--- config.mk ---
export PLATFORM = sky130hd
export DESIGN_NAME = pc_fetch_unit
export DESIGN_NICKNAME = d
export VERILOG_FILES = /design/src/rtl/pc_fetch_unit.sv
export SDC_FILE = /design/constraint.sdc
export NUM_CORES = 1
export LEC_CHECK = 0
export BUFFER_PORTS_ARGS = -buffer_cell sky130_fd_sc_hd__buf_2
export CAP_MARGIN = 20
export CORE_UTILIZATION = 52
export CTS_CLUSTER_DIAMETER = 50
export DETAILED_ROUTE_END_ITERATION = 8
export GPL_TIMING_DRIVEN = 0
export MAX_ROUTING_LAYER = met4
export PLACE_DENSITY = 0.81
export SETUP_SLACK_MARGIN = 0.1
export SLEW_MARGIN = 20
export SYNTH_ARGS = -nofsm -noshare
export SYNTH_HDL_FRONTEND = slang
export SYNTH_SLANG_ARGS = --single-unit
--- constraint.sdc ---
create_clock -name clk -period 2.8 [get_ports clk]
set_input_delay 0.14 -clock clk [delete_from_list [all_inputs] [get_ports clk]]
set_output_delay 0.14 -clock clk [all_outputs]
set_load 0.005 [all_outputs]
--- src/rtl/pc_fetch_unit.sv ---
// Program counter and instruction-fetch request stage: holds the fetch address,
// drives a valid/ready request to instruction memory, and handles branch, pause and halt.
//
// state  | meaning
// IDLE   | paused, no fetch requested, pc held
// RUN    | fetch requested (valid=1), pc advances on accept or loads on branch
// HALTED | frozen until reset, halted=1
module pc_fetch_unit #(
   parameter int                 WIDTH      = 8,
   parameter logic [WIDTH-1:0]   RESET_ADDR = '0,
   parameter int                 STEP       = 1
) (
   input  logic             clk,
   input  logic             rst,
   input  logic             en,
   input  logic             halt,
   input  logic             ld,
   input  logic [WIDTH-1:0] d,
   input  logic             ready,
   output logic [WIDTH-1:0] pc,
   output logic             valid,
   output logic             wrap,
   output logic             halted
);

   localparam logic [WIDTH-1:0] STEP_W = WIDTH'(STEP);

   typedef enum logic [1:0] {
      IDLE   = 2'd0,
      RUN    = 2'd1,
      HALTED = 2'd2
   } state_t;

   state_t state;

   // extra top bit carries out of the MSB and feeds only the wrap pulse
   logic [WIDTH:0] inc_sum;
   assign inc_sum = {1'b0, pc} + {1'b0, STEP_W};

   always_ff @(posedge clk or posedge rst) begin
      if (rst) begin
         state  <= IDLE;
         pc     <= RESET_ADDR;
         valid  <= 1'b0;
         wrap   <= 1'b0;
         halted <= 1'b0;
      end else begin
         wrap <= 1'b0;
         case (state)
            IDLE: begin
               if (en) begin
                  state <= RUN;
                  valid <= 1'b1;
               end
            end
            RUN: begin
               if (halt) begin
                  state  <= HALTED;
                  valid  <= 1'b0;
                  halted <= 1'b1;
               end else if (!en) begin
                  state <= IDLE;
                  valid <= 1'b0;
               end else if (ld) begin
                  // a branch replaces the outstanding fetch even if it was accepted
                  pc <= d;
               end else if (ready) begin
                  pc   <= inc_sum[WIDTH-1:0];
                  wrap <= inc_sum[WIDTH];
               end
            end
            HALTED: begin
               valid  <= 1'b0;
               halted <= 1'b1;
            end
            default: begin
               state  <= IDLE;
               valid  <= 1'b0;
               halted <= 1'b0;
            end
         endcase
      end
   end

endmodule

==> summary.log <==
qor: status.result_of_the_run finished clean
qor: synth.post_synth_inst_count 85
qor: timing.hold_violations 0
qor: floorplanning.fp.coreArea 1350 um2
qor: hold_path.min_path_type in2reg
qor: floorplanning.floorplan.io_pins 25
qor: global_routing.grt_start_max_net_pins 14
qor: critical_path.slowest_stage sky130_fd_sc_hd__dfrtp_1
qor: critical_path.critical_path_required 2.99 ns
qor: cts.cts_setup_buffers 0
qor: cts.clk_transition_reported_paths 0.08 ns
qor: global_routing.grt_remaining_overflow 0
qor: synth.syn_area_per_cell 9.19 um2
qor: route.ant_nets 0
qor: critical_path.startpoint_type flip-flop
qor: synth.post_synth_num_cell_types 31
qor: timing.final.setup.tns 0 ns
qor: cts.cts.path.max_buffers 2
qor: route.detail_route.first_pass.iterations 5
qor: global_routing.grt_pass1_wl 2500 um
qor: critical_path.crit_chain inv_1 -> ha_1 -> and3b_2 -> o21ai_1 -> a21oi_1 -> a2bb2oi_1
qor: cts.tritoncts built
qor: synth.syn-num-nets 103
qor: placed_design.gp_routability_congestion 0.772
qor: floorplanning.chipWidth 40.8 um
qor: critical_path.crit_fanout 6
qor: synth.yosys_warnings 0
qor: route.drt_iter0_markers 12
qor: critical_path.worstSetupEndpointType flip-flop
qor: timing.max_slew_margin 0.648
qor: layout.num-fill-cells 114
qor: global_routing.grt_pass1_vias 609
qor: cts.root_buffer sky130_fd_sc_hd__clkbuf_4
qor: floorplanning.die_area 1660 um2
qor: timing.final.setup_skew 0.00169 ns
qor: placed_design.placement.io_buffers 24
qor: layout.drive_gt1_frac 0.298
qor: floorplanning.die_height 40.8 um
qor: floorplanning.start_util 0.578
qor: layout.antenna-diode-count 0
qor: flow_run.max-cap-violations 0
qor: route.wl_per_cell 13.2 um
qor: route.remaining_drc_errors 0
qor: timing.max_freq 0.652 GHz
qor: placed_design.place.detailed.hpwl 1270 um
qor: critical_path.crit_type reg2reg
qor: cts.source_to_sink_clock_delay_at_the_later_pin_of_the_worst_skew_pair 0.26 ns
qor: timing.post-route-min-period 1.53 ns
qor: critical_path.crit_buf_inv 1
qor: power.ir_drop 0.000502 V
qor: route.via_per_inst 5.60
qor: cts.clock_sink_count 13
qor: timing.slew_violations 0
qor: synth.post_synth_instance_area 781 um2
qor: critical_path.crit_arrival 1.72 ns
qor: synth.synth.yosys.seq_area_share 0.417
qor: route.vias 722
qor: cts.htree_num_levels 1
qor: global_routing.grt_antenna_before_repair 0
qor: timing.timing_worst_slew_pin_value 0.527 ns
qor: power.p_leak 0.460 nW
qor: critical_path.critPathTopFamily compound AO/OA/AOI/OAI gates
qor: layout.layout.core_utilization 0.708
qor: timing.setup_viol 0
qor: layout.num-nets-final 133
qor: timing.rsz0062_at_grt false
qor: layout.area_growth_syn_to_layout 22.4%
qor: route.detail_route.wirelength 1710 um
qor: power.power-per-cell-area 870 nW/um2
qor: timing.layout_worst_path_cycle_share 0.548
qor: floorplanning.placement_rows 13
qor: synth.yosys_register_bits 13
qor: cts.cts_buffers 3
qor: global_routing.globalRouteTotalUtil 0.240
qor: critical_path.biggest_cell_delay_along_the_critical_path 0.40 ns
path summary, 6_finish.rpt:
check	startpoint	to	slack, ns	cells past startpoint
worst max-delay path	state[1]	pc[4]	1.27	6
max in group asynchronous	rst	state[0]	2.00	3
worst min register to register	halted	halted	0.51	1
worst max register to register	state[1]	pc[4]	1.27	6
min in group asynchronous	rst	pc[2]	0.45	3
worst min-delay path	d[2]	pc[2]	0.18	3
through the flow:
stage | instances | hold WS (ns) | power, mW | area [um2] | setup slack, ns
final | 129 | 0.182 | 0.832 | 956 | 1.27
after global routing | 129 | 0.199 | 0.906 | 956 | 1.13
after CTS | 129 | 0.171 | 0.833 | 956 | 1.27
after detailed placement | 124 | 0.199 | 0.718 | 920 | 1.29
after global placement | 124 | 0.191 | 0.697 | 920 | 1.34
after floorplan | 85 | 0.0170 | 0.584 | 781 | 1.45
flip-flops by register name (all words and copies together), names as in the netlist:
| register | count |
|---|---|
| wrap | 1 |
| halted | 1 |
| valid | 1 |
| pc | 8 |
| state | 2 |
where the power goes:
part           switching, mW  internal, mW
combinational          0.176         0.176
clock                 0.0578        0.0550
sequential             0.100         0.267
total                  0.334         0.498
cells in the final DEF (no fill, tap or decap), types with 4 or more instances in the layout:
master                    synthesis  layout
sky130_fd_sc_hd__buf_2            1      25
sky130_fd_sc_hd__dfrtp_1         13      13
sky130_fd_sc_hd__a21oi_1          9       9
sky130_fd_sc_hd__o21ai_0          7       7
sky130_fd_sc_hd__nand2_1          7       7
sky130_fd_sc_hd__inv_1            6       6
sky130_fd_sc_hd__nor3_1           4       4
sky130_fd_sc_hd__o22ai_1          4       4
sky130_fd_sc_hd__ha_1             4       4
cell families after synthesis:
group / after synthesis / synth area share
buffers and inverters: 9 / 0.0497
AO/OA/AOI/OAI: 28 / 0.210
multiplexers: 4 / 0.0529
adder cells (fa/ha/maj): 4 / 0.0641
flip-flops: 13 / 0.417
AND/OR/NAND/NOR: 27 / 0.207
synthesized netlist by cell type:
cell                        number  area share
sky130_fd_sc_hd__mux2i_1         3       0.038
sky130_fd_sc_hd__a22oi_1         1      0.0096
sky130_fd_sc_hd__buf_4           1      0.0096
sky130_fd_sc_hd__and3b_2         1       0.013
sky130_fd_sc_hd__o21ai_0         7       0.045
sky130_fd_sc_hd__nand2_1         7       0.034
sky130_fd_sc_hd__clkbuf_1        1      0.0048
sky130_fd_sc_hd__a21oi_1         9       0.058
sky130_fd_sc_hd__o21bai_1        1      0.0096
sky130_fd_sc_hd__nor4_2          1       0.016
sky130_fd_sc_hd__or3_1           1      0.0080
sky130_fd_sc_hd__or2_1           1      0.0080
sky130_fd_sc_hd__o22ai_1         4       0.032
sky130_fd_sc_hd__mux2_2          1       0.014
sky130_fd_sc_hd__dfrtp_1        13        0.42
sky130_fd_sc_hd__o21a_1          1      0.0096
sky130_fd_sc_hd__nand3_1         3       0.019
sky130_fd_sc_hd__buf_2           1      0.0064
sky130_fd_sc_hd__ha_1            4       0.064
sky130_fd_sc_hd__nor4_1          1      0.0080
sky130_fd_sc_hd__inv_1           6       0.029
sky130_fd_sc_hd__o21ai_1         2       0.013
sky130_fd_sc_hd__a2bb2oi_1       2       0.022
sky130_fd_sc_hd__nor3_1          4       0.026
sky130_fd_sc_hd__nor2b_1         1      0.0080
sky130_fd_sc_hd__nor2_1          3       0.014
sky130_fd_sc_hd__nand3_2         1       0.013
sky130_fd_sc_hd__nand3_4         1       0.022
sky130_fd_sc_hd__a22o_1          1       0.011
sky130_fd_sc_hd__nand3b_1        1      0.0096
sky130_fd_sc_hd__nand4_1         1      0.0080
layout make-up:
cell class / instances / area, um2 / share of cell area
plain buffers: 3 / 16.3 / 0.0170
multi-input cells: 63 / 417 / 0.436
repair buffers: 25 / 130 / 0.136
inverters: 6 / 22.5 / 0.0236
well taps: 15 / 18.8 / 0.0196
flip-flops and latches: 13 / 325 / 0.340
clock buffers: 4 / 26.3 / 0.0275
worst reg2reg max path: stages (launching register included):
cell                        delay [ns]
sky130_fd_sc_hd__dfrtp_1          0.40
sky130_fd_sc_hd__inv_1            0.11
sky130_fd_sc_hd__ha_1             0.19
sky130_fd_sc_hd__and3b_2          0.25
sky130_fd_sc_hd__o21ai_1          0.17
sky130_fd_sc_hd__a21oi_1          0.17
sky130_fd_sc_hd__a2bb2oi_1        0.17
per-layer routing:
metal  track usage  wire, um
met5             -         0
met4         0.117        15
met3        0.0380        69
met2         0.353       759
met1         0.319       861
timing repair:
| action | CTS | global route |
|---|---|---|
| endpoints found under the hold margin | 13 | 0 |
| gates resized for setup | 0 | 0 |
| hold buffers | 1 | 0 |
Power figures use the tool's default switching activity.
